==> src/rtl/plic_irq_gateway.sv <==
// plic_irq_gateway: interrupt gateway between raw peripheral interrupt sources
// and the PLIC source lines. Each source is synchronised, optionally converted
// to rising-edge requests with a saturating pending counter, and held high on
// its PLIC line until the PLIC completes that line.
//
// Ports:
//   clock_i           system clock
//   reset_ni          asynchronous active-low reset
//   irq_src_i         raw (possibly asynchronous) source requests, one per source
//   irq_enable_i      per-source enable; gates new requests only
//   plic_irq_o        registered PLIC request lines; source i drives SRC_BASE_LINE+i
//   complete_valid_i  one-cycle PLIC completion strobe
//   complete_id_i     completed PLIC line index
//   overflow_o        sticky per-source flag: an edge was lost at saturation
//   overflow_clear_i  clears all overflow_o bits (a coincident new overflow wins)
module plic_irq_gateway #(
  parameter int unsigned           NUM_SRC        = 4,
  parameter int unsigned           NUM_PLIC_LINES = 32,
  parameter int unsigned           SRC_BASE_LINE  = 1,
  parameter logic [NUM_SRC-1:0]    EDGE_MASK      = '0,
  parameter int unsigned           SYNC_STAGES    = 2,
  parameter int unsigned           MAX_PENDING    = 3
) (
  input  logic                              clock_i,
  input  logic                              reset_ni,
  input  logic [NUM_SRC-1:0]                irq_src_i,
  input  logic [NUM_SRC-1:0]                irq_enable_i,
  output logic [NUM_PLIC_LINES-1:0]         plic_irq_o,
  input  logic                              complete_valid_i,
  input  logic [$clog2(NUM_PLIC_LINES)-1:0] complete_id_i,
  output logic [NUM_SRC-1:0]                overflow_o,
  input  logic                              overflow_clear_i
);

  localparam int unsigned IDW = $clog2(NUM_PLIC_LINES);

  typedef enum logic {ST_IDLE, ST_ACTIVE} state_e;

  // Parameter sanity checks
  if (SRC_BASE_LINE < 1) begin : g_err_base
    $error("plic_irq_gateway: SRC_BASE_LINE must be >= 1 (line 0 is reserved)");
  end
  if (SRC_BASE_LINE + NUM_SRC > NUM_PLIC_LINES) begin : g_err_range
    $error("plic_irq_gateway: sources do not fit in NUM_PLIC_LINES");
  end
  if (SYNC_STAGES < 1) begin : g_err_sync
    $error("plic_irq_gateway: SYNC_STAGES must be >= 1");
  end
  if (MAX_PENDING < 1) begin : g_err_pend
    $error("plic_irq_gateway: MAX_PENDING must be >= 1");
  end

  logic [NUM_SRC-1:0] active;
  logic [NUM_SRC-1:0] ovf_set_c;
  logic [NUM_SRC-1:0] overflow_q;

  for (genvar i = 0; i < NUM_SRC; i++) begin : g_src
    logic [SYNC_STAGES-1:0] sync_q;
    logic                   sync_s;
    logic                   done_c;
    state_e                 state_q, state_d;

    // Synchroniser: shift in at bit 0, oldest sample at the top
    always_ff @(posedge clock_i or negedge reset_ni) begin
      if (!reset_ni) sync_q <= '0;
      else           sync_q <= SYNC_STAGES'({sync_q, irq_src_i[i]});
    end

    assign sync_s    = sync_q[SYNC_STAGES-1];
    assign done_c    = complete_valid_i && (complete_id_i == IDW'(SRC_BASE_LINE + i));
    assign active[i] = (state_q == ST_ACTIVE);

    // State register
    always_ff @(posedge clock_i or negedge reset_ni) begin
      if (!reset_ni) state_q <= ST_IDLE;
      else           state_q <= state_d;
    end

    if (EDGE_MASK[i]) begin : g_edge
      localparam int unsigned    CNT_W   = $clog2(MAX_PENDING + 1);
      localparam logic [CNT_W-1:0] CNT_MAX = CNT_W'(MAX_PENDING);

      logic             prev_q;
      logic             inc_c;
      logic [CNT_W-1:0] cnt_q, cnt_d;

      // Previous synchronised sample and pending counter
      always_ff @(posedge clock_i or negedge reset_ni) begin
        if (!reset_ni) begin
          prev_q <= 1'b0;
          cnt_q  <= '0;
        end else begin
          prev_q <= sync_s;
          cnt_q  <= cnt_d;
        end
      end

      // Edges while disabled are dropped, never counted
      assign inc_c = sync_s & ~prev_q & irq_enable_i[i];

      // Next state, counter and overflow set
      always_comb begin
        state_d      = state_q;
        cnt_d        = cnt_q;
        ovf_set_c[i] = 1'b0;
        case (state_q)
          ST_IDLE: begin
            if (irq_enable_i[i] && (cnt_q != '0)) begin
              // Serve a pending edge; a simultaneous new edge replaces it
              state_d = ST_ACTIVE;
              if (!inc_c) cnt_d = cnt_q - CNT_W'(1);
            end else if (inc_c) begin
              // Empty counter: the edge is served directly, not counted
              state_d = ST_ACTIVE;
            end
          end
          ST_ACTIVE: begin
            if (done_c) state_d = ST_IDLE;
            if (inc_c) begin
              if (cnt_q == CNT_MAX) ovf_set_c[i] = 1'b1;
              else                  cnt_d        = cnt_q + CNT_W'(1);
            end
          end
          default: state_d = ST_IDLE;
        endcase
      end
    end else begin : g_level
      // Next state: level request held until completion
      always_comb begin
        state_d      = state_q;
        ovf_set_c[i] = 1'b0;
        case (state_q)
          ST_IDLE:   if (sync_s && irq_enable_i[i]) state_d = ST_ACTIVE;
          ST_ACTIVE: if (done_c)                    state_d = ST_IDLE;
          default:   state_d = ST_IDLE;
        endcase
      end
    end
  end

  // Sticky overflow flags; a new overflow beats a coincident clear
  always_ff @(posedge clock_i or negedge reset_ni) begin
    if (!reset_ni) overflow_q <= '0;
    else           overflow_q <= (overflow_q & ~{NUM_SRC{overflow_clear_i}}) | ovf_set_c;
  end

  assign overflow_o = overflow_q;

  // Map source states onto PLIC lines; line 0 and unmapped lines stay low
  for (genvar l = 0; l < NUM_PLIC_LINES; l++) begin : g_line
    if ((l >= SRC_BASE_LINE) && (l < SRC_BASE_LINE + NUM_SRC)) begin : g_map
      assign plic_irq_o[l] = active[l - SRC_BASE_LINE];
    end else begin : g_zero
      assign plic_irq_o[l] = 1'b0;
    end
  end

endmodule

==> config.mk <==
export PLATFORM = sky130hd
export DESIGN_NAME = plic_irq_gateway
export DESIGN_NICKNAME = d
export VERILOG_FILES = /design/src/rtl/plic_irq_gateway.sv
export SDC_FILE = /design/constraint.sdc
export NUM_CORES = 1
export LEC_CHECK = 0
export CAP_MARGIN = 20
export CORE_AREA = 8 8 48 70
export DETAILED_ROUTE_END_ITERATION = 8
export DIE_AREA = 0 0 56 78
export GPL_TIMING_DRIVEN = 0
export PLACE_DENSITY = 0.83
export REMOVE_ABC_BUFFERS = 1
export SLEW_MARGIN = 20
export SYNTH_ARGS = -nofsm -noshare
export SYNTH_HDL_FRONTEND = slang
export SYNTH_SLANG_ARGS = --single-unit
==> constraint.sdc <==
create_clock -name clock_i -period 1 [get_ports clock_i]
set_input_delay 0.2 -clock clock_i [delete_from_list [all_inputs] [get_ports clock_i]]
set_output_delay 0.2 -clock clock_i [all_outputs]
set_load 0.03 [all_outputs]
==> impl_metrics.py, run 1 <==
metrics = {
    "status": {
        "status": "complete, but fails checks",
        "violations": "negative setup slack",
    },
    "cts": {
        "clockBufferDepth": 2,
        "cts.htree.levels": 1,
        "cts.reportedPaths.clkPinSlew_ns": 0.08,
        "cts_buffers": 3,
        "root_buffer": "clkbuf_4",
        "cts.sinks": 16,
        "cts_tree": "built",
        "clkLatencyLatePin_ns": 0.27,
    },
    "global_routing": {
        "grt_pass1_vias": 563,
        "antenna_found_initial": 0,
        "grt_pass1_wl_um": 2540,
        "grt-ovfl-total": 0,
        "grt_max_degree": 17,
        "track_usage": 0.0685,
    },
    "critical_path": {
        "cp.arrival_ns": 0.83,
        "required_ns": 0.80,
        "critical_path_buf_inv_count": 1,
        "cpPeakStageDelay_ns": 0.41,
        "end_kind": "output pin",
        "r2r_cells": 3,
        "startpoint_type": "flip-flop",
        "critPathKind": "reg2out",
        "path_depth": 1,
        "crit_path_max_fanout": 3,
        "crit_family": "flip-flops",
        "path_cells": "buf_6",
        "cp_slowest_cell": "dfrtp_1",
    },
    "floorplanning": {
        "io_pins": 53,
        "coreArea_sq_um": 2370,
        "start_util": 0.322,
        "rows": 22,
        "die_area_sq_um": 4370,
        "die_x_um": 56,
        "die_y_um": 78,
    },
    "placement": {
        "port_buffers": 24,
        "dp.final_hpwl_um": 1220,
        "placed_area_sq_um": 895,
        "place_congestion": 0.683,
    },
    "route": {
        "drtAntennaViolNets": 0,
        "vias": 478,
        "dr.pass1.iters": 2,
        "finalWirelength_um": 1460,
        "drt_iter0_markers": 10,
        "wl_per_cell_um": 12.7,
        "avgViaCountPerCell": 4.16,
        "route.detailed.drc": 0,
    },
    "yosys": {
        "postSynthCellCount": 65,
        "synth_warnings": 0,
        "netlist_area_sq_um": 763,
        "ys_ff_latch": 16,
        "synth.distinct_cells": 10,
        "syn_area_per_cell_sq_um": 11.7,
        "ys_seq_area_frac": 0.525,
    },
    "power_and_ir_drop": {
        "cellPowerDensity_nw_per_um2": 1310,
        "irDropWorstVdd_uv": 762,
        "power_uw": 1280,
        "power.leakage_uw": 0.000478,
    },
    "finish": {
        "drive_above_1_share": 0.209,
        "n_antenna_cell": 0,
        "design_area_sq_um": 975,
        "nFillCells": 236,
        "syn_to_final_growth_pct": 27.7,
        "nets": 110,
    },
    "run": {
        "max_cap_viol_count": 0,
    },
    "timing": {
        "finalSetupViolCount": 8,
        "slew_headroom": 0.546,
        "hold_ws_ns": 0.279,
        "finalCritPeriodShare": 1.03,
        "rsz0062_at_grt": "yes",
        "final-hold-violation-count": 0,
        "worstMarginPinSlew_ns": 0.679,
        "fmax_mhz": 974,
        "setup_ws_ns": -0.0267,
        "drv_slew": 0,
        "period_minus_slack_ns": 1.03,
        "clock_skew_ns": 0.00178,
    },
    "worst_hold_path": {
        "min_path_type": "in2reg",
        "whs_path_depth": 3,
    },
}
==> stage by stage <==
step | utilization | worst slack, ns | TNS [ns] | cells
3_5_place_dp | 0.378 | -0.348 | -4.88 | 108
5_1_grt | 0.412 | -0.0635 | -0.386 | 115
4_1_cts | 0.403 | -0.0411 | -0.180 | 114
3_3_place_gp | 0.378 | -0.283 | -3.95 | 108
2_1_floorplan | - | 0.0885 | 0 | 60
6_report | 0.412 | -0.0267 | -0.0774 | 115
==> synthesized netlist by cell type <==
| cell | number | area, sq um |
|---|---|---|
| nor2b_1 | 5 | 31.3 |
| a41oi_1 | 2 | 17.5 |
| conb_1 | 1 | 3.75 |
| nor3_1 | 1 | 5.00 |
| a31oi_1 | 1 | 6.26 |
| buf_4 | 32 | 240 |
| and4b_1 | 1 | 10.0 |
| dfrtp_1 | 16 | 400 |
| nor4b_4 | 1 | 23.8 |
| a21oi_1 | 5 | 25.0 |
==> per-layer routing <==
metal	routed length (um)	GRT usage	share of wire
met4	29	0.0290	0.020
met5	0	0	0
met2	585	0.0913	0.40
met3	392	0.0831	0.27
met1	456	0.0616	0.31
==> state kept, by name, indices dropped and copies added (netlist names) <==
register,flops
g_src.state_q,4
g_src.sync_q,8
overflow_o,4
==> kinds of logic after synthesis <==
logic type / share of synthesized area
other: 0.00491
flip-flops: 0.525
buffers and inverters: 0.315
AO/OA/AOI/OAI: 0.0639
AND/OR/NAND/NOR: 0.0918
==> cell usage in the layout (no fill, tap or decap) <==
cell type | netlist | routed
clkdlybuf4s50_1 | 0 | 12
nor2b_2 | 0 | 1
nor2b_1 | 5 | 4
buf_4 | 32 | 4
and4b_1 | 1 | 1
a41oi_2 | 0 | 1
a31oi_1 | 1 | 1
a41oi_1 | 2 | 1
conb_1 | 1 | 28
dfrtp_1 | 16 | 16
a21oi_1 | 5 | 5
nor4b_4 | 1 | 1
dlygate4sd2_1 | 0 | 2
buf_6 | 0 | 8
clkbuf_4 | 0 | 3
nor3_2 | 0 | 1
dlymetal6s2s_1 | 0 | 2
==> final timing paths <==
path	startpoint	to	slack (ns)
setup / recovery	g_src[3].state_q$_DFF_PN0_	plic_irq_o[4]	-0.03
setup reg to reg	g_src[0].state_q$_DFF_PN0_	g_src[0].state_q$_DFF_PN0_	0.11
hold reg to reg	g_src[3].sync_q[0]$_DFF_PN0_	g_src[3].sync_q[1]$_DFF_PN0_	0.35
hold / removal	complete_id_i[1]	g_src[0].state_q$_DFF_PN0_	0.28
max in group asynchronous	reset_ni	g_src[3].sync_q[1]$_DFF_PN0_	0.23
min in group asynchronous	reset_ni	overflow_o[0]$_DFF_PN0_	0.34
==> final cells by class <==
| cell class | count | area, sq um | share of cell area |
|---|---|---|---|
| clock buffer | 3 | 22.5 | 0.0231 |
| timing repair buffer | 28 | 283 | 0.290 |
| tap | 24 | 30.0 | 0.0308 |
| multi-input combinational | 44 | 239 | 0.245 |
| sequential | 16 | 400 | 0.411 |
==> report_power, final <==
part,leakage (uW),internal (uW),switching [uW]
Sequential,0.000186,670,9.91
Clock,0.0000138,139,166
Combinational,0.000278,86.9,204
Total,0.000478,896,380
==> repair_timing <==
item                       CTS  global route
resized for setup           59             4
hold buffers                 0             0
setup buffers                3             1
setup endpoints to repair    9            10
pin swaps                    1             2
(Power assumes the default switching activity.)
==> inputs of run 2 (changes only) <==
Settings changed: ABC_CLOCK_PERIOD_IN_PS set to 1000.
==> results of run 2 <==
Same layout as run 1: the final DEF is identical, and so are final timing and power.
